`src/rtl/fp_pkg.sv`:
```
// Shared definitions for the fp_add_arbiter slice.
//   FP_W       : width of an IEEE-754 single-precision operand.
//   fp_state_e : arbiter FSM states (idle, executing, result held).
package fp_pkg;

    localparam int unsigned FP_W = 32;

    typedef enum logic [1:0] {
        StIdle = 2'd0,
        StExec = 2'd1,
        StDone = 2'd2
    } fp_state_e;

endpackage

```
`src/rtl/fp_rr_arbiter.sv`:
```
// Two-way round-robin arbiter.
// The grant is combinational from the request vector and the priority pointer.
// The pointer moves only when a request is actually accepted.
// Ports:
//   clk, rst  : clock, synchronous active-high reset (pointer -> 0)
//   req_valid : per-requester request
//   accept    : the granted request is taken this cycle
//   grant     : index of the winning requester (meaningful when any request is valid)
module fp_rr_arbiter (
    input  logic       clk,
    input  logic       rst,
    input  logic [1:0] req_valid,
    input  logic       accept,
    output logic       grant
);

    logic ptr_q;

    always_comb begin
        grant = 1'b0;
        unique case (req_valid)
            2'b11:   grant = ptr_q;
            2'b10:   grant = 1'b1;
            default: grant = 1'b0;
        endcase
    end

    // After serving k, the other requester has priority on the next contention.
    always_ff @(posedge clk) begin
        if (rst) begin
            ptr_q <= 1'b0;
        end else if (accept) begin
            ptr_q <= ~grant;
        end
    end

endmodule

```
`src/rtl/fp_add_arbiter.sv`:
```
// Shares one external combinational fp_adder between two requesters.
// A request is accepted in IDLE and its operands are latched. The adder sum is
// captured one cycle later in EXEC. The result is held in DONE until the consumer
// takes it.
// Ports:
//   clk, rst                : clock, synchronous active-high reset
//   req_valid / req_ready   : per-requester handshake; ready only for the granted one in IDLE
//   req_a, req_b            : per-requester operands
//   add_in1, add_in2        : operands to the shared adder, always from the op registers
//   add_out                 : combinational adder sum
//   res_valid / res_ready   : result handshake
//   res_data, res_id        : registered sum and owning requester index
module fp_add_arbiter
    import fp_pkg::*;
#(
    parameter int unsigned NREQ = 2
) (
    input  logic                           clk,
    input  logic                           rst,
    input  logic [NREQ-1:0]                req_valid,
    output logic [NREQ-1:0]                req_ready,
    input  logic [NREQ-1:0][FP_W-1:0]      req_a,
    input  logic [NREQ-1:0][FP_W-1:0]      req_b,
    output logic [FP_W-1:0]                add_in1,
    output logic [FP_W-1:0]                add_in2,
    input  logic [FP_W-1:0]                add_out,
    output logic                           res_valid,
    input  logic                           res_ready,
    output logic [FP_W-1:0]                res_data,
    output logic                           res_id
);

    fp_state_e       state_q, state_d;
    logic [FP_W-1:0] op_a_q, op_b_q, res_data_q;
    logic            id_q, res_id_q;
    logic            grant;
    logic            accept;

    fp_rr_arbiter u_arb (
        .clk       (clk),
        .rst       (rst),
        .req_valid (req_valid),
        .accept    (accept),
        .grant     (grant)
    );

    // Handshake outputs are masked by rst so nothing is offered or accepted in the reset cycle.
    always_comb begin
        state_d   = state_q;
        req_ready = '0;
        res_valid = 1'b0;
        unique case (state_q)
            StIdle: begin
                if (!rst && (|req_valid)) begin
                    req_ready[grant] = 1'b1;
                    state_d          = StExec;
                end
            end
            StExec: state_d = StDone;
            StDone: begin
                res_valid = !rst;
                if (res_ready) begin
                    state_d = StIdle;
                end
            end
            default: state_d = StIdle;
        endcase
    end

    assign accept = |req_ready;

    always_ff @(posedge clk) begin
        if (rst) begin
            state_q    <= StIdle;
            op_a_q     <= '0;
            op_b_q     <= '0;
            id_q       <= 1'b0;
            res_data_q <= '0;
            res_id_q   <= 1'b0;
        end else begin
            state_q <= state_d;
            if (accept) begin
                op_a_q <= req_a[grant];
                op_b_q <= req_b[grant];
                id_q   <= grant;
            end
            if (state_q == StExec) begin
                res_data_q <= add_out;
                res_id_q   <= id_q;
            end
        end
    end

    assign add_in1  = op_a_q;
    assign add_in2  = op_b_q;
    assign res_data = res_data_q;
    assign res_id   = res_id_q;

endmodule
```
`config.mk`:
```
export PLATFORM = sky130hd
export DESIGN_NAME = fp_add_arbiter
export DESIGN_NICKNAME = d
export VERILOG_FILES = /design/src/rtl/fp_pkg.sv /design/src/rtl/fp_rr_arbiter.sv /design/src/rtl/fp_add_arbiter.sv
export SDC_FILE = /design/constraint.sdc
export NUM_CORES = 1
export LEC_CHECK = 0
export CORE_UTILIZATION = 38
export DETAILED_ROUTE_END_ITERATION = 10
export GPL_TIMING_DRIVEN = 0
export PLACE_DENSITY_LB_ADDON = 0.2
export SYNTH_ARGS = -nofsm -noshare
export SYNTH_HDL_FRONTEND = slang
export SYNTH_SLANG_ARGS = --single-unit
```
`constraint.sdc`:
```
create_clock -name clk -period 5 [get_ports clk]
set_clock_uncertainty 0.2 [all_clocks]
set_input_delay 1 -clock clk [delete_from_list [all_inputs] [get_ports clk]]
set_output_delay 1 -clock clk [all_outputs]
set_load 0.02 [all_outputs]
```
==> results of run 1 <==
## worst max-delay path by stage
stage | from | cells after the start | to | slack (ns)
final | req_valid[1] | 5 | req_ready[1] | 0.53
after detailed placement | req_valid[1] | 5 | req_ready[1] | 0.51
after CTS | req_valid[1] | 5 | req_ready[1] | 0.47
after global placement | req_valid[1] | 5 | req_ready[1] | 0.49
after global routing | req_valid[1] | 5 | req_ready[1] | 0.42
after floorplan | rst | 3 | res_valid | 1.94
## registers in the layout, indices dropped and copies added (netlist names)
signal and count:
res_data 32, state_q 2, u_arb.ptr_q 1, res_id 1, id_q 1, add_in1 32, add_in2 32
## metrics by stage
step           setup slack, ns  utilization (%)  instance area, um2  hold WS (ns)  total power, mW
6_report                 0.525             70.0                6900         0.258             2.04
5_1_grt                  0.417             70.0                6900         0.275             2.13
2_1_floorplan             1.94                -                3890         0.226             1.19
3_3_place_gp             0.493             67.9                6690         0.242             1.50
4_1_cts                  0.474             70.0                6900         0.259             2.05
3_5_place_dp             0.510             67.9                6690         0.245             1.52
## logic make-up after synthesis
family	count (synthesis)	share of synthesized area, %
and+or+nand+nor	94	11.3
DFF	101	51.9
buffers and inverters	36	5.20
muxes	16	4.11
AOI/OAI and AO/OA	150	27.4
## worst max-delay path: stages
cell             delay, ns
clkdlybuf4s50_1       0.55
o21ai_4               0.15
nor4_2                0.52
buf_2                 0.36
clkdlybuf4s50_1       0.69
## where the power goes
group	total, mW	switching (mW)	internal (mW)
Combinational	0.576	0.254	0.322
Clock	0.544	0.283	0.260
Sequential	0.923	0.0422	0.880
Total	2.04	0.579	1.46
## cells in the final DEF, fill, tap and decap left out, types with 16 or more instances in the layout
master	netlist	final
a21o_1	49	49
a21oi_1	35	35
a22o_1	48	48
clkbuf_1	16	16
clkdlybuf4s50_1	0	263
dfxtp_1	101	101
mux2i_1	16	16
nand2_1	68	68
nand3b_1	16	16
o21ai_1	16	16
## cell type report
cell class | count | area share [%]
Timing Repair Buffer | 263 | 38.1
Buffer | 34 | 2.83
Inverter | 2 | 0.109
Clock buffer | 11 | 2.19
Clock inverter | 4 | 0.816
Tap cell | 133 | 2.41
Sequential cell | 101 | 29.3
Multi-Input combinational cell | 260 | 24.2
## per-layer routing
layer | track usage (%) | share of wire [%]
met1 | 24.2 | 37
met2 | 44.6 | 51
met3 | 10.5 | 11
met4 | 6.39 | 1.7
met5 | 0 | 0
==> key figures, run 1 <==
STA
  • Max Fclk: 223 MHz
  • Setup tns final: 0 ns
  • Slew @ Worst Pin: 0.654 ns
  • Final setup violation count: 0
  • Final worst path period share: 89.5%
  • Final hold vios: 0
  • Fin crit period: 4.47 ns
  • Setup repair after global routing missed its margin: no
  • Max-slew violations: 0
  • Slew margin rel.: 56.0%

Run
  • Max Cap Viol: 0

Power and ir drop
  • Pwr dens: 296 nW/um2
  • Leakage: 3.00 nW
  • Worst IR Drop VDD: 167 uV

GRT
  • Initial antenna violation count: 0
  • Gr ovfl total: 0
  • Pin count of the biggest net entering global routing: 17
  • GRT Total Usage: 23.9%
  • First-pass GRT wire length: 19,500 um
  • Vias in the first global route: 3,953

Synth
  • Area contributors post-synth: dfxtp_1 (52%), a22o_1 (11%), a21o_1 (9.4%)
  • Yosys top cell area share: 51.9%
  • Synthesis warning total: 0
  • Distinct cell type count after synthesis: 24
  • Post-synth EDFFs: 0
  • Post-synth top cells: dfxtp_1 (101), nand2_1 (68), a21o_1 (49), a22o_1 (48), a21oi_1 (35)
  • Count leader, synth: dfxtp_1
  • FF+latch count, synth: 101
  • Post-synth top area cell: dfxtp_1
  • Synthesized Nets: 562
  • Syn Std Cell Area: 3890 um2
  • Gate Count Post-Synth: 397
  • Avg Inst Size Synth: 9.81 um2
  • Post-synthesis sequential area ratio: 51.9%
  • Ys async rst share: 0%
  • Dominant synthesized flop cell: dfxtp_1

Worst setup path
  • CP max FO: 10
  • Worst Path Required: 3.80 ns
  • Reg-to-reg slack, setup: 3.01 ns
  • Critical Path Sink Type: output port
  • Reg2Reg Capture Point: add_in1[20]
  • Worst Setup Start Kind: primary input
  • CP Data Arrival Time: 3.27 ns
  • Kind of critical path: primary input to output port
  • RR Startpoint: u_arb.ptr_q
  • FF-to-FF path depth: 4

Hold path
  • Hold Path End: res_data[15]
  • Hold path depth: 2
  • Hold WC Path Type: register to register
  • Hold path startpoint: res_data[15]

Drt
  • WL/cell: 16.5 um
  • Vias per std cell: 4.97
  • Drt total wl: 13,300 um
  • Iteration-0 DRC Markers: 74
  • Residual DRC: 0
  • Routed vias: 4,017
  • Drt first pass iters: 4
  • ANT nets after route: 0

Layout
  • Register area: 2020 um2
  • Finished Layout Cells: 808
  • Share of post-route cells with drive strength above 1: 5.33%
  • NumNets Final: 836
  • Multi-input logic area: 1670 um2
  • Area Overhead vs Synth: 77.2%
  • Diode count: 0
  • Layout fillers: 801

Floorplan
  • # IOs: 265
  • Die Ht: 103 um
  • Row count: 36
  • Core area: 9860 um2
  • Die width: 103 um
  • Die area: 10,700 um2
  • Starting Density: 39.5%

Placement
  • GPL Wtd Cong: 0.767
  • DPL Wire Length: 10,400 um
  • Dpl cells: 793
  • Input/output buffers: 263

CTS
  • CTS Buf Count: 9
  • Clock Pin Slew Worst Setup and Hold Paths: 0.10 ns
  • CTS Hold Buffers Added: 0
  • Clk sinks: 101
  • CTS Buffer Depth: 2
  • CTS tree: done
  • H-tree levels: 3
  • Clk Latency, worst-skew pair: 0.35 ns
  • Root buffer cell: clkbuf_8
  • Resized Gates After CTS: 0
  • Postcts setup bufs: 0

Outcome
  • Outcome: finished clean
No activity file was read; power rests on OpenSTA's default activity.
==> run 2, diff against run 1 <==
- SLEW_MARGIN: unset -> 10
==> results of run 2 <==
The final DEF is identical to that of run 1; final timing and power are the same.
==> run 3, diff against run 2 <==
- CAP_MARGIN: unset -> 20
- GPL_ROUTABILITY_DRIVEN: unset -> 0
==> results of run 3 <==
The final DEF is identical to that of run 1; final timing and power are the same.
